$ cat src/rtl/ts_tx_pacer.sv
// ts_tx_pacer
// -----------
// Per-lane training-sequence transmitter. On an accepted start it captures
// the link-training fields, assembles a 128-bit TS1/TS2 ordered set, and
// emits it on a one-cycle valid strobe every I cycles. I is 64/32/16/8/4
// cycles for gen1..gen5. Bursts are either fixed length (burst_len != 0)
// or a continuous stream (burst_len == 0) that runs until stop.
//
// Ports
//   clk        in   system clock
//   rst        in   asynchronous active-high reset
//   start      in   begin a burst (sampled only in IDLE)
//   stop       in   abort an active burst/stream (sampled only in ACTIVE)
//   burst_len  in   [10:0] number of TS to send, 0 = continuous
//   gen        in   [2:0]  generation 1..5, other values behave as gen1
//   ts_type    in   0 = TS1, 1 = TS2
//   link_num   in   [7:0] symbol 1 unless link_pad
//   link_pad   in   symbol 1 = PAD (0xF7)
//   lane_num   in   [7:0] symbol 2 unless lane_pad
//   lane_pad   in   symbol 2 = PAD (0xF7)
//   n_fts      in   [7:0] symbol 3
//   rate_id    in   [7:0] symbol 4
//   train_ctrl in   [7:0] symbol 5
//   ts_o       out  [127:0] assembled TS, symbol i at bits [8i+7:8i]
//   ts_o_vld   out  one-cycle strobe, ts_o valid in that cycle
//   busy       out  high while ACTIVE
//   done       out  one-cycle pulse on normal burst completion
//   sent_cnt   out  [10:0] TS emitted since the last start (saturates)
//
// Handshake: there is no back-pressure. A TS is transferred exactly in the
// cycles where ts_o_vld is high; the consumer must take it then. start and
// stop are level-sampled commands, honoured only in IDLE and ACTIVE
// respectively.

module ts_tx_pacer (
  input  logic         clk,
  input  logic         rst,
  input  logic         start,
  input  logic         stop,
  input  logic [10:0]  burst_len,
  input  logic [2:0]   gen,
  input  logic         ts_type,
  input  logic [7:0]   link_num,
  input  logic         link_pad,
  input  logic [7:0]   lane_num,
  input  logic         lane_pad,
  input  logic [7:0]   n_fts,
  input  logic [7:0]   rate_id,
  input  logic [7:0]   train_ctrl,
  output logic [127:0] ts_o,
  output logic         ts_o_vld,
  output logic         busy,
  output logic         done,
  output logic [10:0]  sent_cnt
);

  typedef enum logic {
    S_IDLE   = 1'b0,
    S_ACTIVE = 1'b1
  } state_t;

  localparam logic [7:0]  SYM_COM = 8'hBC;
  localparam logic [7:0]  SYM_PAD = 8'hF7;
  localparam logic [7:0]  ID_TS1  = 8'h4A;
  localparam logic [7:0]  ID_TS2  = 8'h45;
  localparam logic [10:0] CNT_MAX = 11'h7FF;

  state_t         state_q, state_d;
  logic [5:0]     timer_q, timer_d;
  logic [5:0]     ivl_q,   ivl_d;     // captured interval minus one
  logic [10:0]    blen_q,  blen_d;
  logic [10:0]    cnt_q,   cnt_d;
  logic [127:0]   ts_q,    ts_d;
  logic           vld_q,   vld_d;
  logic           done_q,  done_d;

  logic [127:0]   ts_asm;
  logic [5:0]     ivl_in;

  // Assemble the ordered set from the live field inputs; it is only
  // latched into ts_q on an accepted start, so later input changes are
  // invisible for the rest of the burst.
  always_comb begin
    ts_asm          = '0;
    ts_asm[7:0]     = SYM_COM;
    ts_asm[15:8]    = link_pad ? SYM_PAD : link_num;
    ts_asm[23:16]   = lane_pad ? SYM_PAD : lane_num;
    ts_asm[31:24]   = n_fts;
    ts_asm[39:32]   = rate_id;
    ts_asm[47:40]   = train_ctrl;
    for (int i = 6; i < 16; i++) begin
      ts_asm[8*i +: 8] = ts_type ? ID_TS2 : ID_TS1;
    end
  end

  // Timer reload value (I-1); unsupported generations fall back to gen1.
  always_comb begin
    case (gen)
      3'd2:    ivl_in = 6'd31;
      3'd3:    ivl_in = 6'd15;
      3'd4:    ivl_in = 6'd7;
      3'd5:    ivl_in = 6'd3;
      default: ivl_in = 6'd63;
    endcase
  end

  always_comb begin
    state_d = state_q;
    timer_d = timer_q;
    ivl_d   = ivl_q;
    blen_d  = blen_q;
    cnt_d   = cnt_q;
    ts_d    = ts_q;
    vld_d   = 1'b0;
    done_d  = 1'b0;

    case (state_q)
      S_IDLE: begin
        // stop has no meaning here, so start+stop together starts a burst.
        if (start) begin
          state_d = S_ACTIVE;
          vld_d   = 1'b1;
          ts_d    = ts_asm;
          cnt_d   = 11'd1;
          timer_d = ivl_in;
          ivl_d   = ivl_in;
          blen_d  = burst_len;
        end
      end

      S_ACTIVE: begin
        if (stop) begin
          // Abort wins even over a strobe that was due this edge.
          state_d = S_IDLE;
        end else if (timer_q == 6'd0) begin
          if ((blen_q != 11'd0) && (cnt_q == blen_q)) begin
            // The last TS has had its full I-cycle slot; finish now.
            state_d = S_IDLE;
            done_d  = 1'b1;
          end else begin
            vld_d   = 1'b1;
            timer_d = ivl_q;
            if (cnt_q != CNT_MAX) begin
              cnt_d = cnt_q + 11'd1;
            end
          end
        end else begin
          timer_d = timer_q - 6'd1;
        end
      end

      default: state_d = S_IDLE;
    endcase
  end

  always_ff @(posedge clk or posedge rst) begin
    if (rst) begin
      state_q <= S_IDLE;
      timer_q <= '0;
      ivl_q   <= '0;
      blen_q  <= '0;
      cnt_q   <= '0;
      ts_q    <= '0;
      vld_q   <= 1'b0;
      done_q  <= 1'b0;
    end else begin
      state_q <= state_d;
      timer_q <= timer_d;
      ivl_q   <= ivl_d;
      blen_q  <= blen_d;
      cnt_q   <= cnt_d;
      ts_q    <= ts_d;
      vld_q   <= vld_d;
      done_q  <= done_d;
    end
  end

  assign ts_o     = ts_q;
  assign ts_o_vld = vld_q;
  assign busy     = (state_q == S_ACTIVE);
  assign done     = done_q;
  assign sent_cnt = cnt_q;

endmodule
$ cat config.mk
export PLATFORM = sky130hd
export DESIGN_NAME = ts_tx_pacer
export DESIGN_NICKNAME = d
export VERILOG_FILES = /design/src/rtl/ts_tx_pacer.sv
export SDC_FILE = /design/constraint.sdc
export NUM_CORES = 1
export LEC_CHECK = 0
export ABC_AREA = 1
export CORE_ASPECT_RATIO = 1.4
export CORE_MARGIN = 4
export CORE_UTILIZATION = 38
export CTS_CLUSTER_DIAMETER = 30
export CTS_CLUSTER_SIZE = 14
export DETAILED_ROUTE_END_ITERATION = 8
export PLACE_DENSITY = 0.85
export SLEW_MARGIN = 10
export SYNTH_ARGS = -nofsm -noshare
export SYNTH_HDL_FRONTEND = slang
export SYNTH_SLANG_ARGS = --single-unit
$ cat constraint.sdc
create_clock -name clk -period 2.25 [get_ports clk]
set_clock_uncertainty 0.1 [all_clocks]
set_input_delay 0.3375 -clock clk [delete_from_list [all_inputs] [get_ports clk]]
set_output_delay 0.3375 -clock clk [all_outputs]
set_load 0.01 [all_outputs]
==> results.yml <==
drt:
  drtIter0Drc: 154
  routed_wl_mm: 10.86
  viasPerCell: 4.485
  wl_met2_mm: 5.714
  first_pass_iters: 5
  highest_layer: "met4"
  wl_met3_um: 778
  ant_nets: 0
  drc: 0
  wl_met1_mm: 4.159
  vias: 3763
  wl_per_cell_um: 12.94
power_and_ir_drop:
  irDropWorstVdd_uv: 540.3
  p_per_area_nw_per_um2: 858.5
  p_leak_nw: 2.901
cts:
  insertion_delay_ns: 0.33
  htree_levels: 3
  cts_buffers: 9
  hold_buffers: 0
  cts_sinks: 78
  postCtsResizedCells: 0
  clk_pin_slew_worst_paths_ns: 0.06
  clockBufferDepth: 2
  cts_setup_buffers: 0
  cts_tree: "built"
  cts_root_buf: "clkbuf_16"
synthesis:
  ys_seq_elements: 78
  ys_types: 36
  yosysTopAreaCell: "dfrtp_1"
  netlist_instances: 578
  yosys_warnings: 0
  yosys-top-cells-area: "dfrtp_1 (44%), nand2_1 (17%), buf_4 (15%)"
  synth.cell_area_um2: 4449
  syn_avg_cell_area_um2: 7.698
  synth_top_cell_area_share_pct: 43.87
  synth_seq_area_share_pct: 43.87
worst_setup_path:
  crit_family: "flip-flops"
  cp-start-kind: "flop"
  critPathArrivalTime_ns: 1.65
  max_stage_delay_ns: 0.66
  path_max_fanout: 21
  crit_buf_inv: 1
  critical_path.cell_chain: "clkdlybuf4s50_1"
  required_ns: 1.81
  cp_slowest_cell: "dfrtp_1"
  critPathKind: "reg -> out"
  critPathCaptureType: "output pin"
grt:
  grt_pass1_wl_mm: 17.11
  antenna_found_initial: 0
  grt_pass1_vias: 3486
  grt_start_max_net_pins: 58
  gr-total-overflow: 0
  track_usage_pct: 15.77
timing:
  maxSlewViolCount: 0
  maxSlewHeadroom_pct: 61.47
  worst_slew_pin_slew_ns: 0.5779
  rsz0062_at_grt: "no"
  finalCriticalPeriod_ns: 2.087
  setup_violations: 0
  hold_viol_final: 0
  fmax_mhz: 479.1
  fin_setup_tns_ns: 0
  period_share_pct: 92.76
die:
  start_util_pct: 39.04
  dieArea_um2: 13530
  ios: 203
  dieHeight_um: 136.0
  design.core.area_um2: 11400
  rows: 46
  fp.dieW_um: 99.45
outcome:
  outcome: "completed"
worst_hold_path:
  hold_class: "in -> async"
finish:
  layout-drive-gt1-share_pct: 7.194
  fin_nets: 754
  area_growth_pct: 36.84
  antenna_cells: 0
  utilization_pct: 53.43
place:
  place_congestion: 0.8904
  io_buffers: 169
  hpwl_mm: 8.118
job:
  drv_cap: 0
synthesized netlist by cell type (all sizes together):
cell,instances
a21boi,1
clkbuf,12
nor4,1
nand4,1
nand2,213
and3,1
ha,3
nand3b,2
nand3,29
xnor2,1
inv,35
buf,94
nor2,47
o21a,1
xor2,1
o21ai,39
conb,1
a31oi,1
dfrtp,78
a21oi,7
o22ai,1
nor3,4
nor3b,2
or2,3
cell families after synthesis:
family | share of synthesized area (%)
adder cells (fa/ha/maj) | 0.8437
other | 0.08428
XOR/XNOR | 0.3938
buffers and inverters | 19.77
AO/OA/AOI/OAI | 5.793
flip-flops | 43.87
AND/OR/NAND/NOR | 29.25
state kept, by name (all words and copies together) (netlist names):
name and count:
ts_o 42, blen_q 11, sent_cnt 11, timer_q 6, ivl_q 5, busy 1
done 1, ts_o_vld 1
cell usage in the layout (no fill, tap or decap), types with 2 or more instances in the layout:
cell type	n
nor2_8	2
bufinv_16	2
nor2_1	43
clkdlybuf4s50_1	169
a21oi_1	7
nand3_1	28
conb_1	33
nor2_2	2
buf_4	4
nor3_1	4
inv_2	3
clkbuf_16	9
buf_12	2
o21ai_0	39
nor3b_1	2
clkinv_2	2
clkinvlp_4	2
nand3b_1	2
or2_2	2
ha_1	3
nand2_1	198
nand2_2	14
inv_1	30
dfrtp_1	77
path summary, 6_finish.rpt:
check,to,slack [ns],cells after the start,from
min in group clk,ts_o[29],0.37,2,ts_o[29]
worst max register to register,sent_cnt[3],0.32,10,sent_cnt[0]
max in group asynchronous,ts_o[122],1.18,3,rst
worst min register to register,ts_o[29],0.37,2,ts_o[29]
worst max-delay path,ts_o[113],0.16,1,ts_o[123]
worst min-delay path,ts_o[15],0.37,3,rst
metrics by stage:
step	total power, mW	instances	hold slack [ns]	instance area [um^2]	setup WS [ns]
after floorplan	2.988	610	0.3471	4573	0.5172
final	5.227	839	0.3698	6088	0.1629
after detailed placement	3.721	823	0.3643	5772	0.3624
after global placement	3.683	823	0.3606	5772	0.4088
after CTS	5.277	839	0.3797	6087	0.06500
after global routing	5.555	839	0.3868	6088	0.06881
layout make-up:
cell class                 count  area (um^2)
fill                        1042         5308
sequential                    78         1953
timing repair buffer         175         1762
multi-input combinational    391         1740
clock buffer                  10        229.0
tap                          144        180.2
inverter                      35        137.6
clock inverter                 6        86.33
where the power goes:
group	switching [mW]	internal [mW]	total (mW)	leakage, nW
clock	0.572	0.970	1.54	0.152
combinational	0.857	0.910	1.77	1.79
sequential	0.236	1.68	1.92	0.961
metal layers:
| layer | up-vias | global-route usage (%) |
|---|---|---|
| met5 | - | 0 |
| met4 | 0 | 6.226 |
| met3 | 13 | 4.055 |
| met2 | 148 | 27.50 |
| met1 | 1707 | 18.41 |
| li1 | 1895 | - |
Note: power is estimated with default switching activity, not from simulation.
